### src/rtl/zpu_rom_word_fetch_pkg.sv
// Shared definitions for the ZPU boot-ROM word fetch block:
// state encoding, word size and big-endian byte-lane mapping.
package zpu_rom_pkg;

  localparam logic [1:0] ST_IDLE  = 2'd0;
  localparam logic [1:0] ST_ISSUE = 2'd1;
  localparam logic [1:0] ST_DRAIN = 2'd2;
  localparam logic [1:0] ST_RESP  = 2'd3;

  localparam int ZPU_WORD_BYTES = 4;

  // Byte k of a word (k=0 at the base address) lands in the most significant lane first.
  function automatic logic [1:0] lane(input logic [1:0] k);
    return 2'd3 - k;
  endfunction

endpackage

### src/rtl/zpu_rom_word_fetch_if.sv
// Request/response handshake bundle between the ZPU memory interface
// (master) and the ROM word fetch block (slave).
interface zpu_rom_word_fetch_if #(
  parameter int addr_width = 9
);

  logic                  req_valid;
  logic                  req_ready;
  logic [addr_width-1:0] req_addr;
  logic                  req_byte;
  logic                  rsp_valid;
  logic                  rsp_ready;
  logic [31:0]           rsp_data;

  modport master (
    output req_valid, req_addr, req_byte, rsp_ready,
    input  req_ready, rsp_valid, rsp_data
  );

  modport slave (
    input  req_valid, req_addr, req_byte, rsp_ready,
    output req_ready, rsp_valid, rsp_data
  );

endinterface

### src/rtl/zpu_rom_word_fetch_lat_pipe.sv
// Valid-bit shift register mirroring the ROM read latency: an issue strobe
// entering now emerges as a capture strobe exactly depth cycles later.
module zpu_rom_lat_pipe #(
  parameter int depth = 2
) (
  input  logic clk,
  input  logic reset,
  input  logic issue_strobe,
  output logic capture_strobe
);

  logic [depth-1:0] pipe_q;

  always_ff @(posedge clk or posedge reset) begin
    if (reset) begin
      pipe_q <= '0;
    end else begin
      pipe_q <= (pipe_q << 1) | depth'(issue_strobe);
    end
  end

  assign capture_strobe = pipe_q[depth-1];

endmodule

### src/rtl/zpu_rom_word_fetch.sv
// Turns ZPU word/byte reads into a sequence of byte reads on the latency-2
// boot ROM and returns a big-endian 32-bit response over valid/ready.
module zpu_rom_word_fetch
  import zpu_rom_pkg::*;
#(
  parameter int addr_width  = 9,
  parameter int rom_latency = 2
) (
  input  logic                  clk,
  input  logic                  reset,
  zpu_rom_word_fetch_if.slave   bus,
  output logic [addr_width-1:0] rom_addr,
  input  logic [7:0]            rom_dout
);

  logic [1:0]            state;
  logic                  byte_mode;
  logic [1:0]            issue_cnt;
  logic [1:0]            cap_cnt;
  logic                  rsp_valid_q;
  logic [31:0]           rsp_data_q;
  logic                  accept;
  logic                  issue_strobe;
  logic                  capture_strobe;
  logic [1:0]            last_idx;
  logic [addr_width-1:0] req_base;

  assign bus.req_ready = (state == ST_IDLE) && !reset;
  assign bus.rsp_valid = rsp_valid_q;
  assign bus.rsp_data  = rsp_data_q;

  assign accept       = bus.req_valid && bus.req_ready;
  assign issue_strobe = (state == ST_ISSUE);
  assign last_idx     = byte_mode ? 2'd0 : 2'(ZPU_WORD_BYTES - 1);
  assign req_base     = bus.req_byte ? bus.req_addr
                                     : {bus.req_addr[addr_width-1:2], 2'b00};

  zpu_rom_lat_pipe #(
    .depth (rom_latency)
  ) u_lat_pipe (
    .clk            (clk),
    .reset          (reset),
    .issue_strobe   (issue_strobe),
    .capture_strobe (capture_strobe)
  );

  // rom_addr is loaded at acceptance so the first byte address is on the ROM
  // in the cycle right after the handshake; it then steps once per issue.
  always_ff @(posedge clk or posedge reset) begin
    if (reset) begin
      state       <= ST_IDLE;
      byte_mode   <= 1'b0;
      issue_cnt   <= 2'd0;
      cap_cnt     <= 2'd0;
      rom_addr    <= '0;
      rsp_valid_q <= 1'b0;
      rsp_data_q  <= 32'h0;
    end else begin
      case (state)
        ST_IDLE: begin
          if (accept) begin
            state      <= ST_ISSUE;
            byte_mode  <= bus.req_byte;
            rom_addr   <= req_base;
            issue_cnt  <= 2'd0;
            cap_cnt    <= 2'd0;
            rsp_data_q <= 32'h0;
          end
        end
        ST_ISSUE: begin
          if (issue_cnt == last_idx) begin
            state <= ST_DRAIN;
          end else begin
            issue_cnt <= issue_cnt + 2'd1;
            rom_addr  <= rom_addr + 1'b1;
          end
        end
        ST_DRAIN: begin
          if (capture_strobe && (cap_cnt == last_idx)) begin
            state       <= ST_RESP;
            rsp_valid_q <= 1'b1;
          end
        end
        ST_RESP: begin
          if (bus.rsp_ready) begin
            state       <= ST_IDLE;
            rsp_valid_q <= 1'b0;
          end
        end
        default: state <= ST_IDLE;
      endcase

      // Captures can start while still issuing when the ROM latency is short.
      if (capture_strobe) begin
        cap_cnt <= cap_cnt + 2'd1;
        if (byte_mode) begin
          rsp_data_q <= {24'h0, rom_dout};
        end else begin
          rsp_data_q[{lane(cap_cnt), 3'b000} +: 8] <= rom_dout;
        end
      end
    end
  end

endmodule

### src/flat_wrapper.sv
// flat-port wrapper written by rule: the top's interface ports become plain ports
module zpu_rom_word_fetch_flat import zpu_rom_pkg::*;
#(
  parameter int addr_width  = 9,
  parameter int rom_latency = 2
)
  (clk, reset, rom_addr, rom_dout, bus_req_valid, bus_req_addr, bus_req_byte, bus_rsp_ready, bus_req_ready, bus_rsp_valid, bus_rsp_data);
  zpu_rom_word_fetch_if #(.addr_width(addr_width)) bus_i ();
  input  logic clk;
  input  logic reset;
  output logic [addr_width-1:0] rom_addr;
  input  logic [7:0] rom_dout;
  input wire logic [$bits(bus_i.req_valid)-1:0] bus_req_valid;
  input wire logic [$bits(bus_i.req_addr)-1:0] bus_req_addr;
  input wire logic [$bits(bus_i.req_byte)-1:0] bus_req_byte;
  input wire logic [$bits(bus_i.rsp_ready)-1:0] bus_rsp_ready;
  output wire logic [$bits(bus_i.req_ready)-1:0] bus_req_ready;
  output wire logic [$bits(bus_i.rsp_valid)-1:0] bus_rsp_valid;
  output wire logic [$bits(bus_i.rsp_data)-1:0] bus_rsp_data;
  assign bus_i.req_valid = bus_req_valid;
  assign bus_i.req_addr = bus_req_addr;
  assign bus_i.req_byte = bus_req_byte;
  assign bus_i.rsp_ready = bus_rsp_ready;
  assign bus_req_ready = bus_i.req_ready;
  assign bus_rsp_valid = bus_i.rsp_valid;
  assign bus_rsp_data = bus_i.rsp_data;
  zpu_rom_word_fetch #(.addr_width(addr_width), .rom_latency(rom_latency)) u_core (.clk(clk), .reset(reset), .bus(bus_i), .rom_addr(rom_addr), .rom_dout(rom_dout));
endmodule
### config.mk
export PLATFORM = sky130hd
export DESIGN_NAME = zpu_rom_word_fetch_flat
export DESIGN_NICKNAME = d
export VERILOG_FILES = /design/src/rtl/zpu_rom_word_fetch_pkg.sv /design/src/rtl/zpu_rom_word_fetch_if.sv /design/src/rtl/zpu_rom_word_fetch_lat_pipe.sv /design/src/rtl/zpu_rom_word_fetch.sv /design/src/flat_wrapper.sv
export SDC_FILE = /design/constraint.sdc
export NUM_CORES = 1
export LEC_CHECK = 0
export CORE_ASPECT_RATIO = 0.75
export CORE_MARGIN = 2
export CORE_UTILIZATION = 49
export DETAILED_ROUTE_END_ITERATION = 10
export PLACE_DENSITY = 0.76
export RECOVER_POWER = 25
export SKIP_LAST_GASP = 1
export SLEW_MARGIN = 20
export SYNTH_ARGS = -nofsm -noshare
export SYNTH_HDL_FRONTEND = slang
export SYNTH_SLANG_ARGS = --single-unit
### constraint.sdc
create_clock -name clk -period 2 [get_ports clk]
set_input_delay 0.4 -clock clk [delete_from_list [all_inputs] [get_ports clk]]
set_output_delay 0.4 -clock clk [all_outputs]
set_load 0.01 [all_outputs]
### After elaboration in Yosys (flattened, before gate mapping)

Index checks and enable logic that the tools add are counted.

* flip-flop bits (word level): 51
* input bits: 22
* word-level logic and storage cells: 63

* add/subtract/negate cells: 5
* equal/unequal tests: 10
* shifts and indexed selects: 2
* muxes and demuxes: 23
* bitwise operators: 1
* reductions and logical operators: 14

Operators with widths (number)
* $mux 32: 4
* $bwmux 32: 1
* $shift 8x7->32 const A: 1
* $shiftx 8x7->32: 1
* $mux 2: 10
* $mux 9: 2
* $pmux 9 s2: 1
* $add 9x1->9 const B: 1
* $pmux 2 s4: 1
* $reduce_bool 2->1: 4
* $neg 5->7: 1
* $ne 2x1->1 const B: 3
* $reduce_and 3->1: 2
* $add 2x1->2 const B: 2
* $eq 2x2->1: 2
* $eq 2x2->1 const B: 2
* $ne 2x2->1 const B: 2
* $pmux 2 s2: 1
* $reduce_and 2->1: 2
* $reduce_and 4->1: 1
* $logic_and 1x1->1: 3
* $eq 2x1->1 const B: 1
* $logic_not 2->1: 1
* $mux 1: 2
* 4 further kinds: 4

### Depth between registers and ports, before layout

Gate-level depths: netlist of run 1.

* depth in word-level cells: 8
* mapped depth: 8

### Cells and area by module

A second synthesis of run 1 with hierarchy kept.

* cell total of the unflattened synthesis: 235
* area, all modules: 2518.7 um^2

Modules (own cells, without submodules)
* zpu_rom_word_fetch: instances 1, cells an instance 232, area an instance 2464.9 um^2
* zpu_rom_lat_pipe: instances 1, cells an instance 3, area an instance 53.8 um^2

### Worst setup path before layout of run 1

No wires, ideal clock.

* path type: register to register
* start: register u_core.cap_cnt[0]
* end: register u_core.rsp_data_q[24] (netlist: u_core.bus.rsp_data[24])
* library setup time: 0.074 ns
* arrival: 1.663 ns
* slack: 0.263 ns
* cell stages (with the launch flop): 8
* path buffers: 1
* cell sequence: dfrtp_1 > buf_6 > inv_1 > ha_1 > nand3b_1 > nor4_2 > a22oi_1 > nor2_1

* longest elaborated chain between the ends: 6

Ends and longest elaborated chain
* from (decl): line zpu_rom_word_fetch.sv:19 `logic [1:0] cap_cnt;`
* from (signal assigned): line zpu_rom_word_fetch.sv:95 `cap_cnt <= cap_cnt + 2'd1;`
* $sub 2x2->2 *: line zpu_rom_word_fetch_pkg.sv:14 `return 2'd3 - k;`
* $neg 5->7 *: line zpu_rom_word_fetch.sv:99 `rsp_data_q[{lane(cap_cnt), 3'b000} +: 8] <= rom_dout;`
* $shiftx 8x7->32 or $shift 8x7->32 (tied branches): line zpu_rom_word_fetch.sv:99
* $bwmux 32 *: line zpu_rom_word_fetch.sv:99
* $mux 32 *: line zpu_rom_word_fetch.sv:96 `if (byte_mode) begin`
* $mux 32 *: line zpu_rom_word_fetch.sv:94 `if (capture_strobe) begin`
* to (signal assigned): line zpu_rom_word_fetch.sv:97 `rsp_data_q <= {24'h0, rom_dout};`
* to (signal, indexed assignment): line zpu_rom_word_fetch.sv:99
* to (decl): line zpu_rom_word_fetch.sv:21 `logic [31:0] rsp_data_q;`

Mark *: on every way between the ends. The rest lies on a longest branch, timed or not.
A chain may end at the register's enable or synchronous reset.

### Final worst setup path of run 1

* start: register u_core.state[1]
* end: register u_core.issue_cnt[1]

RTL lines
* from (decl): line zpu_rom_word_fetch.sv:16 `logic [1:0] state;`
* from (signal assigned): line zpu_rom_word_fetch.sv:51 `state <= ST_IDLE;`
* from (signal assigned): line zpu_rom_word_fetch.sv:62 `state <= ST_ISSUE;`
* from (signal assigned): line zpu_rom_word_fetch.sv:72 `state <= ST_DRAIN;`
* $eq 2x1->1 *
* net u_core.issue_strobe: line zpu_rom_word_fetch.sv:23 `logic issue_strobe;`
* $ne 2x2->1 (no line) or $reduce_bool 2->1 (tied branches)
* $reduce_and 3->1 (no line)
* to (signal assigned): line zpu_rom_word_fetch.sv:74 `issue_cnt <= issue_cnt + 2'd1;`
* to (decl): line zpu_rom_word_fetch.sv:18 `logic [1:0] issue_cnt;`

Mark *: on every way through the listed nets, which the timed path passes. The rest lies on a longest branch.

==> impl_results.md, run 1 <==
* Seq cells post-synth at 51
* Placed cell areas at between 3000 and 4000 um2
* Initial antenna violation count at 0
* Share of cells above drive strength 1 at 0.129
* Global-route wire length before repair at approximately 9600 um
* Leak at ~1.5 nW
* PwrDens at 1450 nW/um2
* CP Data Arrival Time at 2060 ps
* Final core occ at 0.688
* CP most frequent cell: buf_4
* Nets at ~340
* Vias in the first global route at between 1500 and 2000
* Element type at the critical path end: register
* Worst reg2reg path depth at 7
* Startpoint Class: register
* Die Wd at a little under 90 um
* Final instance area at 3390 um2
* Synth-to-layout area growth at 34.0%
* Commonest non-fill, non-tap cell in the layout: clkdlybuf4s50_1
* Routed vias at 2068
* Critical path class: reg -> reg
* Final setup violation count at 0
* Post-Syn Area at 2530 um2
* Fin. max-slew vios at 0
* Row cnt at 22
* Hold-fix buffers, CTS at 0
* Crit-path max cell delay at 390 ps
* Total GRT Usage at 0.217
* Post-synth EDFFs at 0
* Hold path start: u_core.u_lat_pipe.pipe_q[0]
* Hold Path Class: reg -> reg
* Mapped Cells at roughly 240
* Clock-pin transition on the worst setup and hold timing paths at ~100 ps
* Final hold viol count at 0
* Skew final at ~8.6 ps
* Drt via density at 5.57
* CTS buffer count at 5
* Most frequent cells in the layout: clkdlybuf4s50_1, dfrtp_1, nor2_1, a22oi_1, buf_4
* Async S/R FF share, synth at 1.00
* Rel. slew slack at 0.561
* Largest net degree at the start of global routing at 29
* Period Utilization, post-route at 0.933
* Cells along the critical path: inv_1 > ha_1 > nor2b_1 > o211ai_4 > buf_4 > buf_4 > a211o_1
* Maxcap violations at 0
* Top_reg_cell synth: dfrtp_1
* Inserted Diodes at 0
* Max Root-Sink Buffers at 2
* Syn Area/Cell at ~11 um2
* RR Endpoint: u_core.issue_cnt[1]
* Die ar. at 5760 um2
* Root Buffer: clkbuf_8
* Drt total wl at 5730 um
* CORE AREA at 4930 um2
* Share of the yosys chip area belonging to registers at 0.505
* Reg-to-reg slack, setup at ~130 ps
* Dpl hpwl at roughly 4200 um
* Fillers at just over 400
* Least-Margin Pin Slew at about 660 ps
* Syn_nets at about 270
* Critical Path RT at between 2000 and 2500 ps
* Status: finished clean
* Port Buffer Count at 64
* Tmin final at approximately 1900 ps
* Achievable Freq at approximately 540 MHz
* Die Height at between 60 and 70 um
* Worst Hold Path EP: u_core.u_lat_pipe.pipe_q[1]
* RSZ-0062 raised after global routing: false
* Distinct cell type count after synthesis at 45
* Gpl congestion at between 0.7 and 0.8
* DR WL/cell at approximately 15 um
* Initial DRT Pass Iterations at 4
* Post-Layout Cell Count at 371
* CTS tree: done
* Clock latency on the worst-skew pair at between 300 and 400 ps
* ANT nets after route at 0
* Reg-to-reg startpoint: u_core.state[1]
* Starting Density at 0.513
* CP max FO at 16
* Initial DRC Count at approximately 140
* Ports at 65
* CTS Sinks at approximately 50
* Hold depth at 0
* Slowest stage cell, crit path: dfrtp_1
* H-tree depth at 2
* Worst vdd ir at 0.000759 V
* Cell count after placement at 362
* Number of synthesis warnings at 0
* GRT overflow at 0
* Drt drc at 0
-- kinds of logic (layout without fill, tap and decap cells) --
kind of cell               count (synthesis)  count (layout)  share of synthesized area
DFF                                       51              51                      0.505
buffers and inverters                     22              97                     0.0500
muxes                                      3               3                     0.0134
AOI/OAI and AO/OA                         74              74                      0.223
and+or+nand+nor                           75              75                      0.155
adders and majority gates                 11              11                     0.0544
-- sequential cells by signal, indices dropped and copies added, names as in the netlist --
name / flops
u_core.bus.rsp_data: 32
u_core.rom_addr: 9
u_core.cap_cnt: 2
u_core.issue_cnt: 2
u_core.state: 2
u_core.u_lat_pipe.pipe_q: 2
u_core.bus.rsp_valid: 1
u_core.byte_mode: 1
-- critical path: cells and delay by family (launching register included) --
kind,cells,cell delay (ps)
fa+ha+maj,1,290
flops,1,390
compound gates,2,380
buf+inv,3,450
simple gates,1,250
-- through the flow --
step | worst slack, ps | hold slack [ps] | TNS [ps] | power [mW]
floorplan | 263 | 331 | 0 | 3.24
global placement | -143 | 334 | -2110 | 4.11
detailed placement | -226 | 338 | -3080 | 4.18
CTS | 11.9 | 358 | 0 | 4.95
global route | 11.4 | 359 | 0 | 5.31
finish | 133 | 356 | 0 | 4.93
-- layout make-up --
cell class              count  area [um2]  area share
clock inverters             3        46.3      0.0137
multi-input cells         163        1140       0.336
clock buffers               5        68.8      0.0203
repair buffers             79         747       0.220
well taps                  60        75.1      0.0221
flip-flops and latches     51        1280       0.377
inverters                  10        37.5      0.0111
-- Yosys cell counts, types with 2 or more instances --
master / count / area share
o21ai_0: 3 / 0.0059
a31oi_1: 3 / 0.0074
a22o_1: 9 / 0.031
nand3_1: 5 / 0.0099
o22a_1: 6 / 0.021
and3_1: 2 / 0.0049
a21oi_1: 13 / 0.026
nand2b_1: 3 / 0.0074
dfrtp_1: 51 / 0.50
buf_2: 5 / 0.0099
buf_4: 2 / 0.0059
nor2_1: 36 / 0.053
nor4_2: 3 / 0.015
and2_1: 2 / 0.0049
inv_1: 10 / 0.015
a41oi_1: 2 / 0.0069
buf_6: 4 / 0.018
mux2_2: 3 / 0.013
ha_1: 11 / 0.054
a211o_1: 2 / 0.0069
and3b_1: 2 / 0.0069
nand2_1: 11 / 0.016
a22oi_1: 24 / 0.071
o21a_1: 3 / 0.0089
-- how the worst max path moves through the flow --
stage	start	endpoint	slack (ps)	cells after the start
3_3_place_gp	reset	u_core.bus.rsp_data[17]	-140	6
5_1_grt	u_core.state[1]	u_core.issue_cnt[1]	10	7
6_report	u_core.state[1]	u_core.issue_cnt[1]	130	7
4_1_cts	u_core.state[0]	u_core.bus.rsp_data[13]	10	7
3_5_place_dp	reset	u_core.bus.rsp_data[20]	-230	6
2_1_floorplan	u_core.cap_cnt[0]	u_core.bus.rsp_data[24]	260	7
-- where the power goes --
group / internal (mW) / switching (mW) / total (mW)
Sequential: 1.41 / 0.352 / 1.76
Clock: 0.377 / 0.362 / 0.740
Combinational: 1.28 / 1.15 / 2.43
Total: 3.06 / 1.87 / 4.93
-- layer usage --
| layer | track usage | share of wire |
|---|---|---|
| met1 | 0.323 | 0.49 |
| met2 | 0.317 | 0.44 |
| met5 | 0 | 0 |
| met4 | 0.0547 | 0.0033 |
| met3 | 0.0487 | 0.059 |
-- timing repair --
| action | in CTS | in global routing |
|---|---|---|
| hold endpoints to repair | 0 | 0 |
| setup buffers | 1 | 0 |
| gates resized for setup | 4 | 2 |
| endpoints found under the setup margin | 17 | 16 |
Power figures use the tool's default switching activity.
==> inputs of run 2 (changes only) <==
--- a/config.mk
+++ b/config.mk
@@ -5,11 +5,13 @@
 export SDC_FILE = /design/constraint.sdc
 export NUM_CORES = 1
 export LEC_CHECK = 0
+export CELL_PAD_IN_SITES_DETAIL_PLACEMENT = 1
+export CELL_PAD_IN_SITES_GLOBAL_PLACEMENT = 1
 export CORE_ASPECT_RATIO = 0.75
 export CORE_MARGIN = 2
-export CORE_UTILIZATION = 49
+export CORE_UTILIZATION = 37
 export DETAILED_ROUTE_END_ITERATION = 10
-export PLACE_DENSITY = 0.76
+export PLACE_DENSITY = 0.75
 export RECOVER_POWER = 25
 export SKIP_LAST_GASP = 1
 export SLEW_MARGIN = 20
==> impl_results.md, run 2 (synthesis gave the netlist of run 1 again) <==
* Largest register FFs at 32 (unchanged)
* Final core occ at 0.515 (-0.173)
* Skew final at 3.97 ps (-4.67 ps)
* ANT nets after route at 0 (unchanged)
* Vias in the first global route at 2199 (+11%)
* Leak at 1.52 nW (+0.44%)
* CORE AREA at 6700 um2 (+36%)
* PwrDens at 1470 nW/um2 (+1.4%)
* Maxcap violations at 0 (unchanged)
* Cells along the critical path: inv_1 > ha_2 > and3b_1 > buf_4 > nor2_1 > a22o_1
* CTS Sinks at 51 (unchanged)
* CP Data Arrival Time at 2180 ps (+120 ps)
* Most frequent cells in the layout: clkdlybuf4s50_1, dfrtp_1, nor2_1, a22oi_1, buf_4
* Status: finished clean
* Die ar. at 7520 um2 (+31%)
* Rel. slew slack at 0.591 (+0.0295)
* Die Wd at 99.5 um (+14%)
* RR Endpoint: u_core.bus.rsp_data[2]
* Final hold viol count at 0 (unchanged)
* Gpl congestion at 0.756 (-3.2%)
* Routed met2 length at 3210 um (+26%)
* Ports at 65 (unchanged)
* Metal3 WL at 300 um (-11%)
* CP Launch Point: u_core.state[1]
* Root Buffer: clkbuf_8
* Crit-path max cell delay at 460 ps (+70 ps)
* Row cnt at 26 (+18%)
* GRT overflow at 0 (unchanged)
* H-tree depth at 2 (unchanged)
* CP endpoint: u_core.bus.rsp_data[2]
* Inserted Diodes at 0 (unchanged)
* Fin. max-slew vios at 0 (unchanged)
* Clock latency on the worst-skew pair at 300 ps (about the same)
* Drt via density at 5.46 (-2.1%)
* Setup TNS at 0 ps (unchanged)
* Met1 Wirelength at 3300 um (+17%)
* Startpoint Class: register
* Initial antenna violation count at 0 (unchanged)
* Share of cells above drive strength 1 at 0.122 (-0.00643)
* Clock-pin transition on the worst setup and hold timing paths at 90 ps (about the same)
* Tmin final at 1930 ps (+67.1 ps)
* Reg-to-reg slack, setup at 70 ps (-70 ps)
* Max Root-Sink Buffers at 2 (unchanged)
* Slowest stage cell, crit path: nor2_1
* Dpl hpwl at 5020 um (+19%)
* Period Utilization, post-route at 0.967 (+0.0335)
* Reg-to-reg startpoint: u_core.state[1]
* Critical Path RT at 2240 ps (+40 ps)
* Port Buffer Count at 64 (unchanged)
* Element type at the critical path end: register
* Initial DRC Count at 57 (-59%)
* CTS tree: done
* Worst vdd ir at 0.000556 V (-27%)
* DR WL/cell at 17.5 um (+13%)
* Critical path class: reg -> reg
* Largest net degree at the start of global routing at 28 (-3.4%)
* Fillers at 750 (+82%)
* Total GRT Usage at 0.191 (-0.0260)
* CP max FO at 8 (-8)
* Global-route wire length before repair at 11200 um (+17%)
* Least-Margin Pin Slew at 614 ps (-44.2 ps)
* Nets at 344 (+0.29%)
* Hold Path Class: reg -> reg
* Starting Density at 0.377 (-0.136)
* CTS buffer count at 5 (unchanged)
* Worst reg2reg path depth at 6 (-1)
* Drt total wl at 6910 um (+21%)
* Final setup violation count at 0 (unchanged)
* Die Height at 75.6 um (+14%)
* Achievable Freq at 517 MHz (-3.5%)
* Synth-to-layout area growth at 36.4%
* Commonest non-fill, non-tap cell in the layout: clkdlybuf4s50_1
* PnR Total Power at 5.09 mW (+3.2%)
* Routed vias at 2156 (+4.3%)
* Drt drc at 0 (unchanged)
* RSZ-0062 raised after global routing: true
* Max Used Layer: met4
* Initial DRT Pass Iterations at 4 (unchanged)
[run 2: per-stage QoR]
stage                     cell area (um2)  instances  hold WS [ps]  setup WS (ps)
after CTS                            3450        394           367           84.6
after floorplan                      2530        236           331            263
final                                3450        395           366           66.4
after detailed placement             3320        386           341           -148
after global routing                 3450        395           369          -26.9
after global placement               3320        386           333          -80.0
[run 2: power breakdown]
part,internal (mW),switching [mW]
Clock,0.366,0.345
Sequential,1.41,0.355
Combinational,1.33,1.28
[run 2: repair_timing]
item / in CTS / in global routing
endpoints found under the setup margin: 11 / 20
setup buffers: 1 / 1
gates resized for setup: 4 / 2
hold buffers: 0 / 0
endpoints found under the hold margin: 0 / 0
pin swaps: 0 / 1
[run 2: final cells by class]
cell class | instances | area [um2] | share of cell area
Sequential cell | 51 | 1280 | 0.370
Multi-Input combinational cell | 163 | 1150 | 0.335
Timing Repair Buffer | 80 | 769 | 0.223
Tap cell | 84 | 105 | 0.0305
Clock buffer | 5 | 68.8 | 0.0200
Clock inverter | 2 | 37.5 | 0.0109
Inverter | 10 | 37.5 | 0.0109
[run 2: worst min-delay path by stage]
stage                           startpoint                     endpoint  slack [ps]  cells after the start
4_1_cts        u_core.u_lat_pipe.pipe_q[0]  u_core.u_lat_pipe.pipe_q[1]         370                      0
3_3_place_gp   u_core.u_lat_pipe.pipe_q[0]  u_core.u_lat_pipe.pipe_q[1]         330                      0
6_report       u_core.u_lat_pipe.pipe_q[0]  u_core.u_lat_pipe.pipe_q[1]         370                      0
2_1_floorplan  u_core.u_lat_pipe.pipe_q[0]  u_core.u_lat_pipe.pipe_q[1]         330                      0
3_5_place_dp   u_core.u_lat_pipe.pipe_q[0]  u_core.u_lat_pipe.pipe_q[1]         340                      0
5_1_grt        u_core.u_lat_pipe.pipe_q[0]  u_core.u_lat_pipe.pipe_q[1]         370                      0
[run 2: metal layers]
| layer | track usage | vias up |
|---|---|---|
| met4 | 0.0487 | 0 |
| li1 | - | 1008 |
| met1 | 0.277 | 1090 |
| met2 | 0.300 | 50 |
| met5 | 0 | - |
| met3 | 0.0339 | 8 |
[run 2: critical path: cells and delay by family (launching register included)]
kind | cells | cell delay [ps]
flip-flops | 1 | 410
adder cells (fa/ha/maj) | 1 | 200
AO/OA/AOI/OAI | 1 | 240
buffers and inverters | 2 | 280
AND/OR/NAND/NOR | 2 | 740
